`config.mk`:
```
export PLATFORM = sky130hd
export DESIGN_NAME = bcd_conv_arb
export DESIGN_NICKNAME = d
export VERILOG_FILES = /design/src/rtl/bcd_conv_pkg.sv /design/src/rtl/rr_pick.sv /design/src/rtl/bcd_conv_arb.sv
export SDC_FILE = /design/constraint.sdc
export NUM_CORES = 1
export LEC_CHECK = 0
export ABC_AREA = 1
export CAP_MARGIN = 30
export CORE_AREA = 4 4 111 113
export CTS_BUF_LIST = sky130_fd_sc_hd__clkbuf_4 sky130_fd_sc_hd__clkbuf_8
export DETAILED_ROUTE_END_ITERATION = 16
export DIE_AREA = 0 0 115 117
export PLACE_DENSITY_LB_ADDON = 0.2
export SLEW_MARGIN = 15
export SYNTH_ARGS = -nofsm -noshare
export SYNTH_HDL_FRONTEND = slang
export SYNTH_SLANG_ARGS = --single-unit
```
`constraint.sdc`:
```
create_clock -name clk -period 2.2 [get_ports clk]
set_input_delay 0.55 -clock clk [delete_from_list [all_inputs] [get_ports clk]]
set_output_delay 0.55 -clock clk [all_outputs]
set_load 0.02 [all_outputs]
```
`src/rtl/bcd_conv_pkg.sv`:
```
// Shared types and default widths for the binary-to-BCD converter arbiter.
package bcd_conv_pkg;

  localparam int BIN_W = 27;
  localparam int BCD_W = 36;
  localparam int TMO   = 64;

  typedef enum logic [1:0] {
    ST_IDLE  = 2'd0,
    ST_ISSUE = 2'd1,
    ST_WAIT  = 2'd2,
    ST_RESP  = 2'd3
  } state_e;

endpackage

```
`src/rtl/rr_pick.sv`:
```
// Combinational round-robin picker: the first set request at or after ptr wins.
module rr_pick #(
  parameter int NREQ = 3,
  parameter int PW   = (NREQ > 1) ? $clog2(NREQ) : 1
) (
  input  logic [NREQ-1:0] req,
  input  logic [PW-1:0]   ptr,
  output logic [NREQ-1:0] grant,
  output logic [PW-1:0]   idx,
  output logic            any
);

  logic [PW:0]   raw_s;
  logic [PW:0]   sum_s;
  logic [PW-1:0] cand_s;
  logic          hit_s;

  // Walk the requesters starting at ptr, wrapping at NREQ, and keep the first hit.
  always_comb begin
    grant  = '0;
    idx    = '0;
    any    = 1'b0;
    raw_s  = '0;
    sum_s  = '0;
    cand_s = '0;
    hit_s  = 1'b0;
    for (int i = 0; i < NREQ; i++) begin
      raw_s         = {1'b0, ptr} + (PW+1)'(i);
      sum_s         = (raw_s >= (PW+1)'(NREQ)) ? (raw_s - (PW+1)'(NREQ)) : raw_s;
      cand_s        = sum_s[PW-1:0];
      hit_s         = ~any & req[cand_s];
      grant[cand_s] = grant[cand_s] | hit_s;
      idx           = hit_s ? cand_s : idx;
      any           = any | hit_s;
    end
  end

endmodule

```
`src/rtl/bcd_conv_arb.sv`:
```
// Round-robin scheduler sharing one multi-cycle binary-to-BCD converter between
// several display requesters, with result routing and a converter stall timeout.
module bcd_conv_arb #(
  parameter int NREQ  = 3,
  parameter int BIN_W = bcd_conv_pkg::BIN_W,
  parameter int BCD_W = bcd_conv_pkg::BCD_W,
  parameter int TMO   = bcd_conv_pkg::TMO
) (
  input  logic                  clk,
  input  logic                  rst,
  input  logic [NREQ-1:0]       req_valid,
  input  logic [NREQ*BIN_W-1:0] req_bin,
  output logic [NREQ-1:0]       req_ready,
  output logic [NREQ-1:0]       rsp_valid,
  output logic                  rsp_err,
  output logic [BCD_W-1:0]      rsp_bcd,
  output logic                  cv_bin_valid,
  output logic [BIN_W-1:0]      cv_bin,
  input  logic                  cv_ready,
  input  logic                  cv_bcd_valid,
  input  logic [BCD_W-1:0]      cv_bcd,
  output logic                  busy
);

  import bcd_conv_pkg::*;

  localparam int PW = (NREQ > 1) ? $clog2(NREQ) : 1;
  localparam int CW = $clog2(TMO);

  state_e            state_q, state_d;
  logic [PW-1:0]     ptr_q, ptr_d;
  logic [PW-1:0]     own_q, own_d;
  logic [BIN_W-1:0]  op_q, op_d;
  logic              cv_bin_valid_q, cv_bin_valid_d;
  logic [CW-1:0]     cnt_q, cnt_d;
  logic [NREQ-1:0]   rsp_valid_q, rsp_valid_d;
  logic              rsp_err_q, rsp_err_d;
  logic [BCD_W-1:0]  rsp_bcd_q, rsp_bcd_d;
  logic              busy_q, busy_d;

  logic [NREQ-1:0]   pick_grant_s;
  logic [PW-1:0]     pick_idx_s;
  logic              pick_any_s;
  logic [BIN_W-1:0]  pick_bin_s;
  logic [NREQ-1:0]   own_onehot_s;

  rr_pick #(
    .NREQ (NREQ),
    .PW   (PW)
  ) u_rr_pick (
    .req   (req_valid),
    .ptr   (ptr_q),
    .grant (pick_grant_s),
    .idx   (pick_idx_s),
    .any   (pick_any_s)
  );

  // Operand of the current winner, and one-hot decode of the owner in flight.
  always_comb begin
    pick_bin_s   = '0;
    own_onehot_s = '0;
    for (int i = 0; i < NREQ; i++) begin
      pick_bin_s      = pick_bin_s | ({BIN_W{pick_grant_s[i]}} & req_bin[i*BIN_W +: BIN_W]);
      own_onehot_s[i] = (own_q == PW'(i));
    end
  end

  // Grants are only offered while idle, so at most one conversion is in flight.
  always_comb begin
    if (state_q == ST_IDLE) begin
      req_ready = pick_grant_s;
    end else begin
      req_ready = '0;
    end
  end

  // Next-state and next-output computation for the scheduler.
  always_comb begin
    state_d        = state_q;
    ptr_d          = ptr_q;
    own_d          = own_q;
    op_d           = op_q;
    cv_bin_valid_d = cv_bin_valid_q;
    cnt_d          = cnt_q;
    rsp_valid_d    = '0;
    rsp_err_d      = rsp_err_q;
    rsp_bcd_d      = rsp_bcd_q;
    case (state_q)
      ST_IDLE: begin
        if (pick_any_s) begin
          op_d           = pick_bin_s;
          own_d          = pick_idx_s;
          ptr_d          = (pick_idx_s == PW'(NREQ-1)) ? '0 : (pick_idx_s + PW'(1));
          cv_bin_valid_d = 1'b1;
          state_d        = ST_ISSUE;
        end else begin
          state_d = ST_IDLE;
        end
      end
      ST_ISSUE: begin
        if (cv_ready) begin
          cv_bin_valid_d = 1'b0;
          cnt_d          = '0;
          state_d        = ST_WAIT;
        end else begin
          state_d = ST_ISSUE;
        end
      end
      ST_WAIT: begin
        cnt_d = cnt_q + CW'(1);
        // A result arriving on the timeout cycle takes precedence over the abort.
        if (cv_bcd_valid) begin
          rsp_bcd_d   = cv_bcd;
          rsp_err_d   = 1'b0;
          rsp_valid_d = own_onehot_s;
          state_d     = ST_RESP;
        end else if (cnt_q == CW'(TMO-1)) begin
          rsp_err_d   = 1'b1;
          rsp_valid_d = own_onehot_s;
          state_d     = ST_RESP;
        end else begin
          state_d = ST_WAIT;
        end
      end
      ST_RESP: begin
        rsp_err_d = 1'b0;
        state_d   = ST_IDLE;
      end
      default: begin
        cv_bin_valid_d = 1'b0;
        rsp_err_d      = 1'b0;
        state_d        = ST_IDLE;
      end
    endcase
    busy_d = (state_d != ST_IDLE);
  end

  // State and registered outputs.
  always_ff @(posedge clk or negedge rst) begin
    if (!rst) begin
      state_q        <= ST_IDLE;
      ptr_q          <= '0;
      own_q          <= '0;
      op_q           <= '0;
      cv_bin_valid_q <= 1'b0;
      cnt_q          <= '0;
      rsp_valid_q    <= '0;
      rsp_err_q      <= 1'b0;
      rsp_bcd_q      <= '0;
      busy_q         <= 1'b0;
    end else begin
      state_q        <= state_d;
      ptr_q          <= ptr_d;
      own_q          <= own_d;
      op_q           <= op_d;
      cv_bin_valid_q <= cv_bin_valid_d;
      cnt_q          <= cnt_d;
      rsp_valid_q    <= rsp_valid_d;
      rsp_err_q      <= rsp_err_d;
      rsp_bcd_q      <= rsp_bcd_d;
      busy_q         <= busy_d;
    end
  end

  assign rsp_valid    = rsp_valid_q;
  assign rsp_err      = rsp_err_q;
  assign rsp_bcd      = rsp_bcd_q;
  assign cv_bin_valid = cv_bin_valid_q;
  assign cv_bin       = op_q;
  assign busy         = busy_q;

endmodule

```
==> summary.txt <==
Status
  – Failing checks: negative setup slack
  – Status: complete, but fails checks

Timing
  – Clock skew: 0.00702 ns
  – Final worst slack: -0.338 ns
  – Final Max Tran Viols: 0
  – Headroom to the max-slew limit: 64.6%
  – Fin. Hold Viols: 0
  – Unrepaired setup endpoints after global routing: true
  – TNS Setup: -4.31 ns
  – Minimum clock period: 2.54 ns
  – Period utilization: 115%
  – Achievable frequency: 394 MHz
  – Worst-margin pin slew: around 0.53 ns
  – Setup violations, final: 36

Yosys
  – Seq/Total Area, Yosys: 46.8%
  – Synth area leader: dfrtp_1
  – Top FF cell, synth: dfrtp_1
  – Post-synthesis register bit count: 81
  – Synth unique cells: 32
  – Post-synthesis xor/xnor area fraction: 0.202%
  – Post-Synth Adder-Cell Area: 1.16%
  – Yosys top cell area share: between 40% and 50%
  – Top cells by count, synth: nor2_1 (93), nand3_1 (82), dfrtp_1 (81)
  – Mux share of post-synthesis cell area: 9.36%
  – YS warnings: 0
  – Main combinational cell family by area after synthesis: simple AND/OR/NAND/NOR gates
  – Net Count, Synth: 604
  – Most frequent cell after synthesis: nor2_1
  – Gate Count Post-Synth: 476
  – Synthesized area per cell: slightly above 9 sq um
  – Synth Cell Area: between 4000 and 5000 sq um
  – Ys async rst share: 100%
  – Post-synth EDFFs: 0
  – Synth Area in Compound Gates: 3.09%
  – Simple-gate share of the synthesized area: 31.8%
  – Area contributors post-synth: dfrtp_1 (47%), nand3_1 (9.5%), mux2_2 (9.4%), nor2_1 (8.1%), nand2_1 (6.8%)

Routing
  – DRT antenna net count: 0
  – 1st-pass router iterations: 5
  – Routed wire length: between 10,000 and 15,000 um
  – Vias/cell: a little under 5
  – Drt drc: 0
  – WL/cell: 16.1 um
  – Initial DRC Count: about 260
  – Vias: around 4,200

Setup path
  – Reg2reg start: ptr_q[0]$_DFFE_PN0P_
  – Critical path peak fanout: 5
  – Worst flop-to-flop path endpoint: cv_bin[1]$_DFFE_PN0P_
  – CP endpoint kind: primary output
  – Worst reg2reg setup slack: -0.08 ns
  – Critical Path End: req_ready[0]
  – Cells on worst reg2reg path: 15
  – Critical Path Source: req_valid[2]
  – Arrival @ worst endpoint: 1.99 ns
  – CP Launch Type: input port
  – Worst path required time: 1.65 ns
  – CP Class: in2out

Placement
  – Post-Place Cells: about 800
  – Port bufs: 195
  – Gpl congestion: 0.913
  – Dpl hpwl: between 9000 and 10,000 um

Global routing
  – Vias in the first global route: approximately 4,200
  – Initial antenna violation count: 0
  – Wire length of the first global-routing pass: 20,900 um
  – Total track usage: 19.7%
  – Grt total ovfl: 0
  – Largest net degree at the start of global routing: 44

Floorplanning
  – Initial Utilization: 38.3%
  – Die H: 117 um
  – Die area: 13,500 sq um
  – Row count: 39
  – Die W: 115 um
  – Core area: 11,300 sq um
  – I/O pins: 196

Layout
  – Finished Layout Cells: about 850
  – Fill cell count: 989
  – Layout cells sized above 1: 20.2%
  – Storage element area: ~2000 sq um
  – ANT cells: 0
  – Layout area overhead: 61.4%
  – Nets: slightly above 800
  – Area occupied by multi-input gates: roughly 2100 sq um

CTS
  – CTS tree: built
  – Maximum root-to-sink buffer count: 2
  – Clock Sinks: 81
  – Clk root buf: clkbuf_8
  – Num CTS Buffers: 9
  – Clock transition at path regs: 0.08 ns
  – Skew-Pair Late Insertion Delay: 0.33 ns
  – H-tree Lvls: 3

Power and ir drop
  – Pwr Total: 11.8 mW
  – Max IR drop VDD: 2020 uV
  – Leak: 3.09 nW
  – Pwr Density: 1680 nW/um^2

Hold path
  – Hold Crit Class: in2async

Job
  – Max Cap Viol: 0
[registers in the layout, indices dropped and copies added, names as in the netlist]
signal        count
cv_bin_valid      1
cnt_q             6
ptr_q             2
busy              1
rsp_err           1
rsp_bcd          36
cv_bin           27
rsp_valid         3
own_q             2
state_q           2
[how the worst min path moves through the flow]
stage / start / to / slack (ns) / cells past startpoint
2_1_floorplan: rst / busy$_DFF_PN0_ / 0.25 / 0
3_3_place_gp: own_q[1]$_DFFE_PN0P_ / rsp_valid[0]$_DFF_PN0_ / 0.45 / 1
3_5_place_dp: own_q[1]$_DFFE_PN0P_ / rsp_valid[1]$_DFF_PN0_ / 0.47 / 1
4_1_cts: rst / rsp_bcd[17]$_DFFE_PN0P_ / 0.19 / 1
5_1_grt: rst / rsp_bcd[16]$_DFFE_PN0P_ / 0.20 / 1
6_report: rst / rsp_bcd[24]$_DFFE_PN0P_ / 0.18 / 1
[area by class of cell]
class                           count  area share (%)
Clock buffer                       11            1.99
Clock inverter                      5            1.49
Inverter                           24            1.38
Multi-Input combinational cell    348            29.8
Sequential cell                    81            29.0
Tap cell                          143            2.56
Timing Repair Buffer              235            33.8
[report_power, final]
| group | switching, mW | total [mW] | internal (mW) |
|---|---|---|---|
| Clock | 0.512 | 1.29 | 0.780 |
| Sequential | 0.391 | 2.61 | 2.22 |
| Combinational | 4.32 | 7.86 | 3.55 |
| Total | 5.22 | 11.8 | 6.55 |
[metal layers]
| metal | global-route usage [%] | wire (um) | part of all wire [%] | up-vias |
|---|---|---|---|---|
| met5 | 0 | 0 | 0 | - |
| met4 | 6.89 | 208 | 1.5 | 0 |
| met3 | 3.80 | 1070 | 7.8 | 15 |
| met2 | 34.0 | 6850 | 50 | 177 |
| met1 | 24.7 | 5520 | 40 | 1957 |
| li1 | - | - | - | 2026 |
[metrics by stage]
stage	hold slack [ns]	setup WS, ns	utilization [%]	instance area, sq um
6_report	0.183	-0.338	61.8	6990
5_1_grt	0.203	-0.430	61.8	6990
4_1_cts	0.185	-0.336	60.8	6890
3_5_place_dp	0.472	-0.812	57.8	6540
3_3_place_gp	0.455	-0.769	57.8	6540
2_1_floorplan	0.254	-0.177	-	4380
[logic make-up after synthesis]
family / after synthesis
compound gates: 18
xor+xnor: 1
fa+ha+maj: 4
buf+inv: 47
flops: 81
mux: 36
simple gates: 289
[placed cells by master (no fill, tap or decap), types with 2 or more instances in the layout]
cell type / n
buf_12: 6
nor3_1: 4
nand3_2: 13
o21a_1: 2
nand4_1: 4
o21ai_0: 6
nor2_4: 4
clkdlybuf4s50_1: 191
bufinv_16: 3
nand2_1: 76
buf_4: 33
clkinv_2: 2
clkbuf_8: 9
nand2_4: 9
inv_2: 5
clkbuf_4: 2
o22ai_1: 2
nand2_2: 3
dfrtp_1: 81
ha_4: 3
nand3_4: 4
nor2_1: 90
inv_1: 17
buf_6: 3
clkbuf_16: 2
mux2_2: 36
nand3_1: 82
[critical path, stage by stage]
cell             delay, ns
clkdlybuf4s50_1       0.49
inv_1                 0.11
o21ai_2               0.20
nand2_4               0.11
nand2_1               0.08
nand2_1               0.06
nand2_2               0.08
nand2_4               0.06
nand2_4               0.07
nor2_4                0.03
buf_6                 0.14
[timing repair]
action | CTS | global route
pin swaps | 12 | 2
buffers inserted | 5 | 4
hold buffers | 0 | 0
endpoints found under the setup margin | 19 | 33
resized for setup | 33 | 3
gates cloned | 0 | 2
(Power assumes the default switching activity.)
